### config.mk
export PLATFORM = sky130hd
export DESIGN_NAME = uart_tx_fifo
export DESIGN_NICKNAME = d
export VERILOG_FILES = /design/src/rtl/uart_pkg.sv /design/src/rtl/uart_tx_fifo_sync_fifo.sv /design/src/rtl/uart_tx_fifo.sv
export SDC_FILE = /design/constraint.sdc
export NUM_CORES = 1
export LEC_CHECK = 0
export BUFFER_PORTS_ARGS = -buffer_cell sky130_fd_sc_hd__buf_2
export CAP_MARGIN = 10
export CORE_MARGIN = 8
export CORE_UTILIZATION = 58
export CTS_BUF_LIST = sky130_fd_sc_hd__clkbuf_2 sky130_fd_sc_hd__clkbuf_4 sky130_fd_sc_hd__clkbuf_8
export CTS_CLUSTER_DIAMETER = 50
export DETAILED_ROUTE_END_ITERATION = 7
export PLACE_DENSITY = 0.79
export SYNTH_ARGS = -nofsm -noshare
export SYNTH_HDL_FRONTEND = slang
export SYNTH_HIERARCHICAL = 1
export SYNTH_SLANG_ARGS = --single-unit
### constraint.sdc
create_clock -name clk -period 2.7 [get_ports clk]
set_input_delay 0.135 -clock clk [delete_from_list [all_inputs] [get_ports clk]]
set_output_delay 0.135 -clock clk [all_outputs]
set_load 0.01 [all_outputs]
### src/rtl/uart_pkg.sv
// Shared types and constants for the UART transmit path.
package uart_pkg;

  typedef enum logic [1:0] {
    IDLE  = 2'd0,
    START = 2'd1,
    DATA  = 2'd2,
    STOP  = 2'd3
  } uart_state_e;

  localparam int unsigned UART_DATA_W           = 8;
  localparam int unsigned UART_STOP_BITS        = 1;
  localparam int unsigned UART_DEFAULT_BAUD_DIV = 434;
  localparam int unsigned UART_BAUD_CNT_W       = 16;
  localparam int unsigned UART_BIT_IDX_W        = 3;

endpackage

### src/rtl/uart_tx_fifo_sync_fifo.sv
// Single-clock FIFO; the level counter tells full from empty, pointers wrap naturally.
module sync_fifo #(
  parameter int unsigned WIDTH = 8,
  parameter int unsigned DEPTH = 4
) (
  input  logic                   clk,
  input  logic                   rst_n,
  input  logic                   push,
  input  logic [WIDTH-1:0]       wdata,
  input  logic                   pop,
  output logic [WIDTH-1:0]       rdata_c,
  output logic [$clog2(DEPTH):0] level,
  output logic [$clog2(DEPTH):0] level_next_c,
  output logic                   empty_c
);

  localparam int unsigned AW = $clog2(DEPTH);
  localparam int unsigned LW = AW + 1;

  logic [WIDTH-1:0] mem [DEPTH];
  logic [AW-1:0]    wr_ptr;
  logic [AW-1:0]    rd_ptr;
  logic             full_c;
  logic             push_ok_c;
  logic             pop_ok_c;

  assign full_c       = (level == LW'(DEPTH));
  assign empty_c      = (level == '0);
  assign push_ok_c    = push && !full_c;
  assign pop_ok_c     = pop && !empty_c;
  assign rdata_c      = mem[rd_ptr];
  assign level_next_c = level + LW'(push_ok_c) - LW'(pop_ok_c);

  always_ff @(posedge clk or negedge rst_n) begin
    if (!rst_n) begin
      wr_ptr <= '0;
      rd_ptr <= '0;
      level  <= '0;
      for (int i = 0; i < int'(DEPTH); i++) mem[i] <= '0;
    end else begin
      if (push_ok_c) begin
        mem[wr_ptr] <= wdata;
        wr_ptr      <= wr_ptr + AW'(1);
      end
      if (pop_ok_c) rd_ptr <= rd_ptr + AW'(1);
      level <= level_next_c;
    end
  end

endmodule

### src/rtl/uart_tx_fifo.sv
// 8N1 UART transmitter fed by a small byte FIFO; back-to-back frames leave no idle gap.
module uart_tx_fifo
  import uart_pkg::*;
#(
  parameter int unsigned BAUD_DIV   = UART_DEFAULT_BAUD_DIV,
  parameter int unsigned FIFO_DEPTH = 4
) (
  input  logic                        clk,
  input  logic                        rst_n,
  input  logic                        ena,
  input  logic                        wr_valid,
  input  logic [UART_DATA_W-1:0]      wr_data,
  output logic                        wr_ready,
  output logic                        tx,
  output logic                        busy,
  output logic [$clog2(FIFO_DEPTH):0] level,
  output logic                        overflow
);

  localparam int unsigned LW = $clog2(FIFO_DEPTH) + 1;

  uart_state_e                state_q, state_d;
  logic [UART_BAUD_CNT_W-1:0] cnt_q, cnt_d;
  logic [UART_BIT_IDX_W-1:0]  bit_q, bit_d;
  logic [UART_DATA_W-1:0]     shift_q, shift_d;
  logic                       tx_d;
  logic                       pop_c;
  logic                       push_c;
  logic                       bit_end_c;
  logic [UART_DATA_W-1:0]     fifo_rdata_c;
  logic [LW-1:0]              fifo_level_next_c;
  logic                       fifo_empty_c;

  assign push_c    = wr_valid && wr_ready;
  assign bit_end_c = (cnt_q == UART_BAUD_CNT_W'(BAUD_DIV - 1));

  sync_fifo #(
    .WIDTH (UART_DATA_W),
    .DEPTH (FIFO_DEPTH)
  ) u_fifo (
    .clk          (clk),
    .rst_n        (rst_n),
    .push         (push_c),
    .wdata        (wr_data),
    .pop          (pop_c),
    .rdata_c      (fifo_rdata_c),
    .level        (level),
    .level_next_c (fifo_level_next_c),
    .empty_c      (fifo_empty_c)
  );

  // Serializer: tx_d is the line value for the cycle after the edge, so tx stays a pure flop.
  always_comb begin
    state_d = state_q;
    cnt_d   = bit_end_c ? '0 : cnt_q + UART_BAUD_CNT_W'(1);
    bit_d   = bit_q;
    shift_d = shift_q;
    tx_d    = tx;
    pop_c   = 1'b0;
    unique case (state_q)
      IDLE: begin
        cnt_d = '0;
        tx_d  = 1'b1;
        if (ena && !fifo_empty_c) begin
          pop_c   = 1'b1;
          shift_d = fifo_rdata_c;
          bit_d   = '0;
          state_d = START;
          tx_d    = 1'b0;
        end
      end
      START: begin
        if (bit_end_c) begin
          state_d = DATA;
          bit_d   = '0;
          tx_d    = shift_q[0];
        end
      end
      DATA: begin
        if (bit_end_c) begin
          if (bit_q == UART_BIT_IDX_W'(UART_DATA_W - 1)) begin
            state_d = STOP;
            bit_d   = '0;
            tx_d    = 1'b1;
          end else begin
            shift_d = shift_q >> 1;
            bit_d   = bit_q + UART_BIT_IDX_W'(1);
            tx_d    = shift_q[1];
          end
        end
      end
      STOP: begin
        if (bit_end_c) begin
          if (bit_q == UART_BIT_IDX_W'(UART_STOP_BITS - 1)) begin
            bit_d = '0;
            if (ena && !fifo_empty_c) begin
              pop_c   = 1'b1;
              shift_d = fifo_rdata_c;
              state_d = START;
              tx_d    = 1'b0;
            end else begin
              state_d = IDLE;
              tx_d    = 1'b1;
            end
          end else begin
            bit_d = bit_q + UART_BIT_IDX_W'(1);
          end
        end
      end
      default: state_d = IDLE;
    endcase
  end

  always_ff @(posedge clk or negedge rst_n) begin
    if (!rst_n) begin
      state_q  <= IDLE;
      cnt_q    <= '0;
      bit_q    <= '0;
      shift_q  <= '0;
      tx       <= 1'b1;
      busy     <= 1'b0;
      wr_ready <= 1'b1;
      overflow <= 1'b0;
    end else begin
      state_q  <= state_d;
      cnt_q    <= cnt_d;
      bit_q    <= bit_d;
      shift_q  <= shift_d;
      tx       <= tx_d;
      busy     <= (state_d != IDLE) || (fifo_level_next_c != '0);
      wr_ready <= (fifo_level_next_c != LW'(FIFO_DEPTH));
      overflow <= overflow || (wr_valid && !wr_ready);
    end
  end

endmodule

==> impl_metrics.tcl <==
set metrics [dict create \
    grt_pass1_vias 3462 \
    clockBufferDepth 2 \
    synth-simple-area-share_pct 21.9 \
    pre_cts_slack_ns -0.469 \
    route.vias.total 3368 \
    path_clk_slew_ns 0.08 \
    clock_latency_ns 0.35 \
    startpoint_type "flip-flop" \
    via_per_inst 6.05 \
    die_h_um 105 \
    post-route-drc-count 0 \
    leakage_nw 2.26 \
    grt_antenna_before_repair 0 \
    final_cells 557 \
    dp_hpwl_mm 6.51 \
    ys.flop_type "dfrtp_1" \
    yosysTopAreaCell "dfrtp_1" \
    io_pins 19 \
    numCtsBuffers 9 \
    postLayoutCoreUtil_pct 68.1 \
    crit_type "reg2reg" \
    required_ns 2.90 \
    synth-compound-area-share_pct 15.8 \
    powerDensity_nw_per_um2 878 \
    synthesis.area_sq_um 4550 \
    power.total_mw 4.57 \
    max_freq_mhz 316 \
    worst_slack_ns -0.462 \
    violations "setup timing" \
    dieArea_sq_um 10900 \
    synthMostInstantiatedCell "dfrtp_1" \
    hold_path.class "in2reg" \
    diodes 0 \
    final_cell_area_sq_um 5210 \
    syn_avg_cell_area_sq_um 11.1 \
    maxCapViolations 0 \
    htree_levels 3 \
    synth_xor_area_share_pct 3.47 \
    rows 32 \
    synthDistinctLibCells 55 \
    synth.area.mux_share_pct 8.83 \
    grt_pass1_wl_mm 17.7 \
    cts-root-buf "clkbuf_8" \
    synth-seq-cells 72 \
    globalplace.congestion 0.823 \
    seq_area_frac_synth_pct 39.7 \
    layout.nets 479 \
    synth_top_area_share_pct 38.5 \
    dpl.cell_count 536 \
    grt-ovfl-total 0 \
    synthTopCellsByCount "dfrtp_1, nand3_1, o211ai_1, a21bo_2, nand4bb_1" \
    drt_wl_total_mm 10.3 \
    synth_warnings 6 \
    synth_top_family_by_area "simple AND/OR/NAND/NOR gates" \
    critPathMaxFanout 2 \
    final_hold_viol_count 0 \
    cts_tree "built" \
    area_growth_pct 14.6 \
    relSlewSlack_pct 52.3 \
    gr-usage-all-layers_pct 19.8 \
    status "finished, violations left" \
    portBuffers 18 \
    chipWidth_um 105 \
    post_dp_cell_area_sq_um 4890 \
    clock_skew_ns 0.00806 \
    min_period_ns 3.16 \
    syn_nets 440 \
    maxSlewViolCount 0 \
    layout-drive-gt1-share_pct 35.2 \
    crit_path_end_kind "flip-flop" \
    async_flop_share_pct 100 \
    grt_max_degree 69 \
    rsz0062_at_grt "yes" \
    cts_sinks 72 \
    setup_viol 4 \
    initialDrtViolationCount 184 \
    rrSetupSlack_ns -0.46 \
    synth_fa_ha_area_share_pct 4.84 \
    vdd_ir_drop_max_uv 829 \
    firstDrtPassIters 4 \
    finalCritPeriodShare_pct 117 \
    wire_per_inst_um 18.5 \
    start_util_pct 59.5 \
    worstPathArrival_ns 3.36 \
    postRouteAntennaNets 0 \
    synth_area_leaders "dfrtp_1, nand4bb_1, a21bo_2" \
    syn_inst 411 \
    core_area_sq_um 7650 \
    tightestPinTransition_ns 0.716 \
    synth-edff-count 0 \
]
==> registers in the layout, summed over array words and instances (netlist names) <==
| signal | count |
|---|---|
| cnt_q | 16 |
| bit_q | 3 |
| u_fifo/mem | 32 |
| wr_ready | 1 |
| shift_q | 8 |
| u_fifo/wr_ptr | 2 |
| overflow | 1 |
| busy | 1 |
| state_q | 2 |
| u_fifo/level | 3 |
| tx | 1 |
| u_fifo/rd_ptr | 2 |
==> final timing paths <==
check | from | cells past startpoint | end
max | cnt_q[1]$_DFF_PN0_ | 16 | busy$_DFF_PN0_
min | wr_data[3] | 3 | u_fifo/mem[19]$_DFFE_PN0P_
max reg2reg | cnt_q[1]$_DFF_PN0_ | 16 | busy$_DFF_PN0_
min reg2reg | overflow$_DFF_PN0_ | 1 | overflow$_DFF_PN0_
max in group asynchronous | rst_n | 3 | tx$_DFFE_PN1P_
min in group asynchronous | rst_n | 2 | cnt_q[15]$_DFF_PN0_
==> placed cells by master, fill, tap and decap left out, types with 3 or more instances in the layout <==
cell type,instances
clkbuf_8,11
nand2_1,15
xor2_1,13
dfrtp_1,70
a21bo_2,32
nor3_1,3
mux4_2,8
o21ai_0,5
mux2_2,8
nand4_1,5
nand4bb_1,31
mux2_4,8
xnor2_1,3
buf_4,43
inv_2,3
o211ai_1,34
or4bb_1,3
nor2_1,22
nand3_1,36
nand2b_1,7
ha_1,14
inv_1,10
buf_2,18
==> cell type report <==
| class | instances | area, sq um |
|---|---|---|
| clock buffers | 11 | 151 |
| clock inverters | 5 | 55.1 |
| well taps | 102 | 128 |
| inverters | 13 | 48.8 |
| flip-flops and latches | 72 | 1800 |
| multi-input cells | 289 | 2560 |
| repair buffers | 65 | 464 |
| fillers | 567 | 2440 |
==> where the power goes <==
group,internal (mW),switching (mW)
sequential,1.39,0.217
clock,0.474,0.413
combinational,1.06,1.03
==> layer usage <==
metal  vias up  routed length [um]  part of all wire, %  track usage, %
li1       1602                   -                    -               -
met1      1685                4510                   44            25.7
met2        68                5270                   51            32.4
met3        13                 382                  3.7            3.62
met4         0                 154                  1.5            6.72
met5         -                   0                    0               0
==> critical path: stages (launching register included) <==
cell and delay, ns:
dfrtp_1 0.39, inv_2 0.07, ha_4 0.11, and4bb_1 0.23
and4_4 0.26, a31oi_4 0.10, nor3_4 0.15, o31a_1 0.20
ha_1 0.23, inv_1 0.06, ha_2 0.18, inv_2 0.05
fa_2 0.36, xnor2_2 0.16, xnor2_2 0.17, nor3_2 0.15
nand4b_1 0.12
==> metrics by stage <==
step,TNS [ns],hold slack (ns)
floorplan,-0.213,-0.161
global placement,-0.455,0.231
detailed placement,-1.20,0.223
CTS,-0.971,0.0877
global route,-1.68,0.0955
finish,-1.23,0.0985
==> logic make-up (layout without fill, tap and decap cells) <==
family,count (synthesis),after routing
buffers and inverters,50,94
adders and majority gates,17,17
xor gates and xnor gates,18,18
AOI/OAI and AO/OA,85,85
muxes,25,25
DFF,72,72
and+or+nand+nor,144,144
==> timing repair <==
action                                  CTS  global route
hold buffers                              2             0
setup buffers                             2             1
pin swaps                                 0             0
endpoints found under the setup margin    4             4
endpoints found under the hold margin    29             0
gates resized for setup                   7             8
cloned                                    0             0
Note: power is estimated with default switching activity, not from simulation.
